<file path="src/rtl/reg_load_arbiter.sv">
`default_nettype none
// ============================================================================
// reg_load_arbiter
// Round-robin arbiter that sequences single-cycle loads of a shared register.
// Revision: 1.0
// ============================================================================
module reg_load_arbiter #(
    parameter int WIDTH         = 32,
    parameter int SETTLE_CYCLES = 1
) (
    input  logic                 clk,
    input  logic                 rst_n,
    input  logic [3:0]           req,
    input  logic [4*WIDTH-1:0]   wdata,
    output logic [3:0]           ack,
    output logic [1:0]           grant_id,
    output logic                 busy,
    output logic [WIDTH-1:0]     reg_in,
    output logic                 reg_load,
    input  logic [WIDTH-1:0]     reg_out,
    output logic [WIDTH-1:0]     rdata,
    output logic [15:0]          load_count
);

    typedef enum logic [1:0] {
        ST_IDLE   = 2'd0,
        ST_LOAD   = 2'd1,
        ST_SETTLE = 2'd2
    } state_t;

    localparam bit         HAS_SETTLE  = (SETTLE_CYCLES > 0);
    localparam logic [7:0] SETTLE_LAST = HAS_SETTLE ? 8'(SETTLE_CYCLES - 1) : 8'd0;

    state_t           state;
    logic [1:0]       ptr;
    logic [7:0]       settle_cnt;
    logic [1:0]       winner;
    logic [1:0]       scan_idx;
    logic [WIDTH-1:0] req_data [4];

    generate
        for (genvar g = 0; g < 4; g++) begin : g_unpack
            assign req_data[g] = wdata[g*WIDTH +: WIDTH];
        end
    endgenerate

    // Scan from the farthest offset down so the nearest requester to ptr wins.
    always_comb begin
        winner   = ptr;
        scan_idx = ptr;
        for (int k = 3; k >= 0; k--) begin
            scan_idx = ptr + 2'(k);
            if (req[scan_idx]) begin
                winner = scan_idx;
            end
        end
    end

    assign busy  = (state != ST_IDLE);
    assign rdata = reg_out;

    always_ff @(posedge clk or negedge rst_n) begin
        if (!rst_n) begin
            state      <= ST_IDLE;
            ptr        <= 2'd0;
            ack        <= 4'd0;
            grant_id   <= 2'd0;
            reg_in     <= '0;
            reg_load   <= 1'b0;
            load_count <= 16'd0;
            settle_cnt <= 8'd0;
        end else begin
            case (state)
                ST_IDLE: begin
                    if (|req) begin
                        reg_in   <= req_data[winner];
                        grant_id <= winner;
                        ack      <= 4'b0001 << winner;
                        reg_load <= 1'b1;
                        ptr      <= winner + 2'd1;
                        state    <= ST_LOAD;
                    end
                end
                ST_LOAD: begin
                    reg_load   <= 1'b0;
                    ack        <= 4'd0;
                    load_count <= load_count + 16'd1;
                    settle_cnt <= 8'd0;
                    state      <= HAS_SETTLE ? ST_SETTLE : ST_IDLE;
                end
                ST_SETTLE: begin
                    if (settle_cnt == SETTLE_LAST) begin
                        settle_cnt <= 8'd0;
                        state      <= ST_IDLE;
                    end else begin
                        settle_cnt <= settle_cnt + 8'd1;
                    end
                end
                default: begin
                    state <= ST_IDLE;
                end
            endcase
        end
    end

endmodule
`default_nettype wire
</file>
<file path="config.mk">
export PLATFORM = sky130hd
export DESIGN_NAME = reg_load_arbiter
export DESIGN_NICKNAME = d
export VERILOG_FILES = /design/src/rtl/reg_load_arbiter.sv
export SDC_FILE = /design/constraint.sdc
export NUM_CORES = 1
export LEC_CHECK = 0
export CELL_PAD_IN_SITES_DETAIL_PLACEMENT = 2
export CELL_PAD_IN_SITES_GLOBAL_PLACEMENT = 2
export CORE_ASPECT_RATIO = 0.75
export CORE_UTILIZATION = 21
export CTS_CLUSTER_DIAMETER = 150
export DETAILED_ROUTE_END_ITERATION = 10
export PLACE_DENSITY_LB_ADDON = 0.1
export SLEW_MARGIN = 20
export SYNTH_ARGS = -nofsm -noshare
export SYNTH_HDL_FRONTEND = slang
export SYNTH_SLANG_ARGS = --single-unit
</file>
<file path="constraint.sdc">
create_clock -name clk -period 2.8 [get_ports clk]
set_clock_uncertainty 0.15 [all_clocks]
set_input_delay 0.56 -clock clk [delete_from_list [all_inputs] [get_ports clk]]
set_output_delay 0.56 -clock clk [all_outputs]
set_load 0.01 [all_outputs]
</file>
==> summary.md <==
| Metric | Value |
|---|---|
| Comb pwr share | `52.5%` |
| RSZ-0062 raised after global routing | `no` |
| Seq pwr share | `25.9%` |
| CORE AREA | `slightly below 20000 um^2` |
| Mapped Area | `4170 um^2` |
| Cell area after placement | `6290 um^2` |
| Final period util | `95.7%` |
| Post-CTS resize count | `0` |
| Fillers | `around 2100` |
| Maximum clock rate | `0.373 GHz` |
| Clock Tree Root | `clkbuf_16` |
| Levels on crit path | `8` |
| CP endpoint kind | `flip-flop` |
| PwrDens | `926 nW/um^2` |
| Post-synthesis sequential area ratio | `40.2%` |
| Worst path cell trace | `clkdlybuf4s50_1 -> buf_4 -> nor2_1 -> a211oi_1 -> buf_4 -> nor3_2 -> nor2_4 -> a221o_1` |
| Number of diodes | `0` |
| Post-Synthesis Net Count | `601` |
| Antenna violation net count after detailed routing | `0` |
| Initial Util | `21.5%` |
| Post-Syn Instances | `around 430` |
| Grt met1 use | `20.7%` |
| Total Wirelength | `16700 um` |
| Wire per inst | `19.5 um` |
| Ys async rst share | `100%` |
| P&R area growth vs syn | `59.2%` |
| Fin nets | `771` |
| First-pass GRT wire length | `~26000 um` |
| R2R cell count | `6` |
| Most used cell, CP | `buf_4` |
| Clock share of power | `21.6%` |
| Synth warn | `0` |
| Internal power | `0.00384 W` |
| Final WS setup | `approximately 120 ps` |
| Die Y | `approximately 120 um` |
| Antenna violations before repair | `0` |
| Vias in the first global route | `approximately 4600` |
| Total die area | `20400 um^2` |
| Run status | `completed` |
| DIE WIDTH | `165 um` |
| Syn avg cell area | `9.73 um^2` |
| Pre-antenna DRT Iters | `4` |
| Reg2Reg Launch Point | `ptr[1]` |
| Clock Pin Slew Worst Setup and Hold Paths | `approximately 60 ps` |
| Post-route cell area | `~6600 um^2` |
| Slowest-stage cell, CP | `nor2_4` |
| Post-synth EDFFs | `0` |
| Hold Vio Cnt, Final | `0` |
| Leakage power | `~2.7 nW` |
| Largest net degree at the start of global routing | `68` |
| Core Util, Final | `34.2%` |
| Switching power | `about 0.0023 W` |
| Hpwl dp | `12200 um` |
| Worst hold slack | `199 ps` |
| DRT iter0 DRCs | `105` |
| Port bufs | `roughly 190` |
| H-tree depth | `3` |
| CTS Sinks | `67` |
| Switching Fraction | `37.5%` |
| Post-synthesis register bit count | `67` |
| Grt ovf | `0` |
| Total global-route track usage | `16.6%` |
| Reg2Reg Setup Slack | `370 ps` |
| Setup bufs post-CTS | `0` |
| Largest incremental delay on the critical path | `710 ps` |
| Met3 usage | `5.43%` |
| CP Class | `in -> reg` |
| Min Tclk post-route | `2680 ps` |
| Tightest Hold Check Type | `in -> async` |
| CTS buffer count | `9` |
| Buf/Inv on CP | `3` |
| Clock Latency Late Sink | `340 ps` |
| Worst-Margin Slew | `946 ps` |
| Dpl ws | `-258 ps` |
| I/O Pins | `254` |
| Synth cell types | `46` |
| Clk buf depth | `2` |
| CTS tree | `done` |
| R2R Path End | `reg_in[30]` |
| Via count | `4096` |
| Slew headroom | `36.8%` |
| Fraction of layout cells with a size suffix above 1 | `11.4%` |
| Vias/cell | `4.79` |
| CTS Hold Bufs | `0` |
| Worst EP arrival | `2800 ps` |
| Max FO, Critical Path | `32` |
| CP required | `2920 ps` |
| Final setup vio count | `0` |
| Crit path max-delay family | `buffers and inverters` |
| Met2 GRT Util | `around 27%` |
| Global-route layer with the greatest usage | `met2` |
| MaxCap Viol Count | `0` |
| Final Power | `0.00614 W` |
| Rows | `44` |
| Fin. max-slew vios | `0` |
| Max IR drop VDD | `293 uV` |
| Dominant register cell in the synthesized netlist | `dfrtp_1` |
| GP Congestion | `roughly 0.79` |
| Critical path startpoint category | `input port` |
| Residual DRC | `0` |
[layout by cell type (no fill, tap or decap), types with 3 or more instances in the layout]
master           instances
a21oi_1                 47
nand3_1                 44
a221o_1                 31
bufinv_16                3
o21ai_0                 39
inv_1                   11
buf_12                   4
clkbuf_16                9
nor2b_1                  5
nand2_1                 18
and3_1                   5
dfrtp_1                 67
nor2_1                   8
ha_1                     7
clkdlybuf4s50_1        188
xnor2_1                 13
mux2_2                  10
mux2_1                  23
xor2_1                   5
buf_4                   28
[per-layer routing]
metal / routed length, um / vias up
met1: 7250 / 2048
met4: 295 / 0
li1: - / 1882
met2: 7890 / 136
met3: 1260 / 30
met5: 0 / -
[worst max-delay path by stage]
stage | from | end | slack (ps)
after CTS | req[2] | reg_in[30] | 70
final | req[2] | reg_in[30] | 120
after global routing | req[2] | reg_in[16] | 2
after global placement | req[2] | reg_in[6] | -170
after floorplan | req[3] | reg_in[14] | 270
after detailed placement | req[2] | reg_in[5] | -260
[cell type report]
cell class / count / area, um^2 / area share [%]
tap: 253 / 317 / 4.77
clock buffer: 9 / 225 / 3.40
inverter: 11 / 41.3 / 0.623
multi-input combinational: 289 / 2080 / 31.4
sequential: 67 / 1680 / 25.3
timing repair buffer: 220 / 2170 / 32.8
clock inverter: 7 / 116 / 1.75
[metrics by stage]
stage	TNS, ps	instances
2_1_floorplan	0	428
3_3_place_gp	-5480	840
3_5_place_dp	-8010	840
4_1_cts	0	856
5_1_grt	0	856
6_report	0	856
[cell families after synthesis]
group	synth area share, %
buf+inv	10.4
compound gates	21.4
simple gates	12.7
flops	40.2
mux	9.40
xor+xnor	3.78
fa+ha+maj	2.10
[synthesized netlist by cell type (all sizes together) (2+ instances only)]
cell	n	area, um^2
nor2	9	33.8
a221o	31	310
o21ai	40	204
nand2b	2	20.0
mux2i	2	20.0
nand3	44	220
o31ai	2	15.0
xor2	5	43.8
inv	11	41.3
nand4	2	12.5
ha	7	87.6
mux2	33	372
and3	5	31.3
nor2b	5	31.3
or4	2	15.0
o21a	2	15.0
xnor2	13	114
dfrtp	67	1680
a21oi	47	235
clkbuf	18	67.6
a211oi	2	15.0
buf	43	325
nor3	3	25.0
nand2	19	78.8
[sequential cells by signal, indices dropped and copies added (netlist names)]
name        flops
reg_load        1
settle_cnt      8
ack             4
reg_in         32
load_count     16
ptr             2
grant_id        2
state           2
[power groups by stage]
stage,clock network [W],logic (W),registers (W)
after detailed placement,0,0.00329,0.00160
final,0.00133,0.00322,0.00159
after global placement,0,0.00320,0.00160
after global routing,0.00141,0.00352,0.00164
after floorplan,0,0.00158,0.00169
after CTS,0.00138,0.00329,0.00160
Power figures use the tool's default switching activity.
==> RTL edit 1 (same flow settings) <==
Re-encode `state_t` (3 states) as one-hot, 3 bits wide.
--- a/src/rtl/reg_load_arbiter.sv
+++ b/src/rtl/reg_load_arbiter.sv
@@ -22,10 +22,10 @@
     output logic [15:0]          load_count
 );
 
-    typedef enum logic [1:0] {
-        ST_IDLE   = 2'd0,
-        ST_LOAD   = 2'd1,
-        ST_SETTLE = 2'd2
+    typedef enum logic [2:0] {
+        ST_IDLE   = 3'b001,
+        ST_LOAD   = 3'b010,
+        ST_SETTLE = 3'b100
     } state_t;
 
     localparam bit         HAS_SETTLE  = (SETTLE_CYCLES > 0);
Behaviour: same outputs for any inputs over 10 cycles, from zero or initial values and one cycle with rst_n low; not proved beyond that.
==> RTL edit 1 against the unedited design <==
Wire length increased by 19%; sequential cell count increased by 1; design area increased by 8.2%; largest power group unchanged; clock power decreased by 9%; count of clock-buffer cells in the layout unchanged; worst setup slack improved by 0.064 ns; synthesized area increased by 11%; hold slack got worse by 0.17 ns; highest routed layer unchanged; total power increased by 9.1%; largest cell class is now multi-input gates.
==> RTL edit 1: results (changes against the unedited design) <==
worst-path maximum fanout: 6 (-81%)
post-synthesis net count: 696 (+16%)
Synth Area in XOR/XNOR: 3.040% (-0.74 points)
internal power: 0.003985 W (+3.9%)
layout cell share with drive strength beyond 1: 11.21% (-0.24 points)
DRT met1 WL: 9391 um (+29%)
adder-cell area share of the yosys netlist: 0.8143% (-1.3 points)
first-pass GRT wire length: 31030 um (+22%)
sequential share of the synthesized area: 36.94% (-3.3 points)
area post-placement: 6865 um^2 (+9.2%)
peak supply drop: 0.3869 mV (+32%)
routed wl met3: 712 um (-43%)
sequential share of power: 24.5% (-1.4 points)
CTS root buffer: clkbuf_16
GR Util met1: 23.24% (+2.5 points)
GP Congestion: 0.7739 (-1.5%)
overall power: 0.006702 W (+9.1%)
DR iter-0 viols: 119 (+13%)
# port buffers: 189 (unchanged)
Yosys Warn Count: 0 (unchanged)
Nets: 869 (+13%)
Crit path arrival time: 1.90 ns (-0.90 ns)
Lkg Pwr: 2.806 nW (+5.4%)
status: complete, no violations
Synth Area in Compound Gates: 21.93% (+0.55 points)
top post-synthesis cells by count: 67 x dfrtp_1, 65 x nand2_1, 38 x nor2_1, 35 x buf_4, 34 x nand4_1
Worst slew margin: 54.44% (+18 points)
Overall Global Routing Usage: 17.78% (+1.2 points)
top cells by area, synth: dfrtp_1 36%, buf_4 5.7%, nand2_1 5.3%
Met2 Wirelength: 9566 um (+21%)
CTS buffer count: 9 (unchanged)
HPWL Detailed: 15210 um (+25%)
mux contribution to synthesized area: 2.416% (-7.0 points)
largest net degree at the start of global routing: 38 (-44%)
GR Layer Usage met2: 30.41% (+3.4 points)
max-cap violations: 0 (unchanged)
P_comb: 0.00385 W (+20%)
GRT busiest layer: met2
type of element launching the critical path: register
clock buffer depth: 2 (unchanged)
Largest stage delay, worst path: 0.56 ns (-0.15 ns)
pre-CTS setup slack: -0.1174 ns (+0.1406 ns)
Distinct cells, synth: 58 (+26%)
Reg clk slew, reported paths: 0.06 ns (about the same)
routed vias/inst: 4.946 (+3.4%)
reg-to-reg startpoint: state[0]$_DFFE_PN1P_
Hold Path Class: input port to async pin
global-route track usage on met3: 3.322% (-2.1 points)
clk_lat worst skew: 0.35 ns
vias in the first global route: 5524 (+20%)
Synth Flop Type: dfrtp_1
wire length per cell: 20.02 um (+2.7%)
Slowest-stage cell, CP: dfstp_2
[RTL edit 1: changes by cell type after synthesis, sizes merged, moves of 30 or more]
cell and delta:
nand2 +48, a21oi -42, mux2 -32, nand4 +32, nand3 -30, nor2 +30
[RTL edit 1: path summary, 6_finish.rpt]
check / end / slack [ns] / cells past startpoint
setup / recovery: busy / 0.19 / 3
hold / removal: load_count[2]$_DFFE_PN0N_ / 0.03 / 1
setup reg to reg: reg_in[17]$_DFFE_PN0P_ / 0.53 / 7
hold reg to reg: load_count[15]$_DFFE_PN0N_ / 0.32 / 1
max in group asynchronous: state[0]$_DFFE_PN1P_ / 1.80 / 2
min in group clk: load_count[15]$_DFFE_PN0N_ / 0.32 / 1
[RTL edit 1: stage by stage]
step	hold slack [ns]	cells	util (%)
floorplan	0.1144	527	-
global placement	0.3119	977	32.15
detailed placement	0.3183	977	32.15
CTS	0.05100	993	33.59
global route	0.06117	993	33.59
finish	0.03050	993	33.59
[RTL edit 1: cells by family (layout without fill, tap and decap cells)]
| kind of cell | count (synthesis) | after routing |
|---|---|---|
| AO/OA/AOI/OAI | 132 | 132 |
| multiplexers | 11 | 11 |
| flip-flops | 68 | 68 |
| buffers and inverters | 80 | 258 |
| XOR/XNOR | 16 | 16 |
| adder cells (fa/ha/maj) | 3 | 3 |
| AND/OR/NAND/NOR | 217 | 217 |
[RTL edit 1: worst max-delay path, delay by kind of cell (launching register included)]
kind	cells	cell delay, ns
DFF	1	0.56
and+or+nand+nor	1	0.31
buffers and inverters	2	0.68
[RTL edit 1: area by class of cell]
type	instances	area (um^2)
clock buffer	9	225.2
clock inverter	7	81.33
fill	2355	14180
inverter	7	26.28
multi-input combinational	379	2441
sequential	68	1703
tap	288	360.3
timing repair buffer	235	2335
==> RTL edit 2 (config.mk and constraints unchanged) <==
Made on the original files. Change the parameter `WIDTH` from 32 to 16.
--- a/src/rtl/reg_load_arbiter.sv
+++ b/src/rtl/reg_load_arbiter.sv
@@ -5,7 +5,7 @@
 // Revision: 1.0
 // ============================================================================
 module reg_load_arbiter #(
-    parameter int WIDTH         = 32,
+    parameter int WIDTH         = 16,
     parameter int SETTLE_CYCLES = 1
 ) (
     input  logic                 clk,
Ports: changed (resized rdata, reg_in, reg_out and wdata); port bits go from 254 to 142. The function was not compared with the original's and may differ.
==> RTL edit 2 against the unedited design <==
Total power shrank 35%; synthesized area decreased by 26%; design area decreased by 30%; wire length shrank 35%; combinational power decreased by 32%; non-clock buffer count is 81 lower; register-to-register slack gained 0.10 ns; worst setup slack better by 0.064 ns; sequential share of layout area up 2.3 points; hold slack lost 0.088 ns; sequential cell count decreased by 16.
==> RTL edit 2: results (changes against the unedited design) <==
status: complete, no violations
area post-placement: 4477 um^2 (-29%)
first-pass GRT wire length: 16850 um (-34%)
CTS buffer count: 5 (-4)
Nets: 512 (-34%)
Worst slew margin: 60.26% (+23 points)
htree depth: 2 (-1)
Overall Global Routing Usage: 14.66% (-2.0 points)
layout cell share with drive strength beyond 1: 16.19% (+4.7 points)
largest registers: load_count: 16 flops, reg_in: 16 flops, settle_cnt: 8 flops
Distinct cells, synth: 52 (+13%)
mux contribution to synthesized area: 7.661% (-1.7 points)
Slowest-stage cell, CP: clkdlybuf4s50_1
Synth Area in Compound Gates: 20.44% (-0.94 points)
HPWL Detailed: 8348 um (-31%)
adder-cell area share of the yosys netlist: 2.823% (+0.72 points)
pre-CTS setup slack: -0.1526 ns (+0.1054 ns)
Largest stage delay, worst path: 0.62 ns (-0.09 ns)
vias in the first global route: 2999 (-35%)
# port buffers: 109 (-42%)
critical path's top delay family: compound AO/OA/AOI/OAI gates
R2R setup slack: 0.47 ns (+0.10 ns)
GP Congestion: 0.7123 (-9.3%)
Lkg Pwr: 1.927 nW (-28%)
top cells by area, synth: dfrtp_1 41%, nand3_1 5.5%, a21oi_1 5.0%
sequential share of the synthesized area: 41.13% (+0.89 points)
worst-path maximum fanout: 16 (-50%)
Reg clk slew, reported paths: 0.08 ns (+0.02 ns)
DR iter-0 viols: 80 (-24%)
WHS: 0.1115 ns (-0.08752 ns)
==> RTL edit 2: changes by cell type after synthesis, sizes merged, moves of 10 or more <==
cell	before	now
a221o	31	15
buf	43	24
clkbuf	18	5
nand3	44	34
a21oi	47	31
mux2	33	17
o21ai	40	24
dfrtp	67	51
==> RTL edit 2: cells by family after synthesis <==
group,Yosys count
buffers and inverters,39
flip-flops,51
AO/OA/AOI/OAI,86
adder cells (fa/ha/maj),7
XOR/XNOR,18
AND/OR/NAND/NOR,82
multiplexers,19
==> RTL edit 2: layout make-up <==
cell class,count,area (um^2)
clock inverter,3,25.02
multi-input combinational,212,1577
fill,1609,9827
timing repair buffer,139,1336
inverter,10,37.54
sequential,51,1276
clock buffer,5,125.1
tap,200,250.2
==> RTL edit 2: worst max path at each step <==
stage	from	cells after the start	to	slack, ns
after floorplan	req[3]	7	reg_in[10]$_DFFE_PN0P_	0.41
after global placement	req[3]	6	reg_in[0]$_DFFE_PN0P_	-0.08
after detailed placement	req[3]	6	reg_in[5]$_DFFE_PN0P_	-0.15
after CTS	state[0]$_DFFE_PN0P_	4	busy	0.16
after global routing	state[0]$_DFFE_PN0P_	4	busy	0.03
final	req[3]	6	reg_in[7]$_DFFE_PN0P_	0.19
==> RTL edit 2: where the power goes <==
| part | switching (W) | total, W | internal [W] |
|---|---|---|---|
| Combinational | 0.00106 | 0.00219 | 0.00113 |
| Sequential | 0.000196 | 0.00117 | 0.000976 |
| Clock | 0.000307 | 0.000642 | 0.000336 |
==> RTL edit 2: per-stage QoR <==
step,setup TNS [ns],cells
2_1_floorplan,0,302
3_3_place_gp,-0.8758,612
3_5_place_dp,-1.937,612
4_1_cts,0,620
5_1_grt,0,620
6_report,0,620
==> RTL edit 2: metal layers <==
layer | vias up | track usage (%) | part of all wire, %
met1 | 1363 | 21.23 | 50
met3 | 16 | 3.381 | 5.8
met4 | 0 | 3.917 | 1.4
li1 | 1319 | - | -
met5 | - | 0 | 0
met2 | 90 | 21.57 | 43
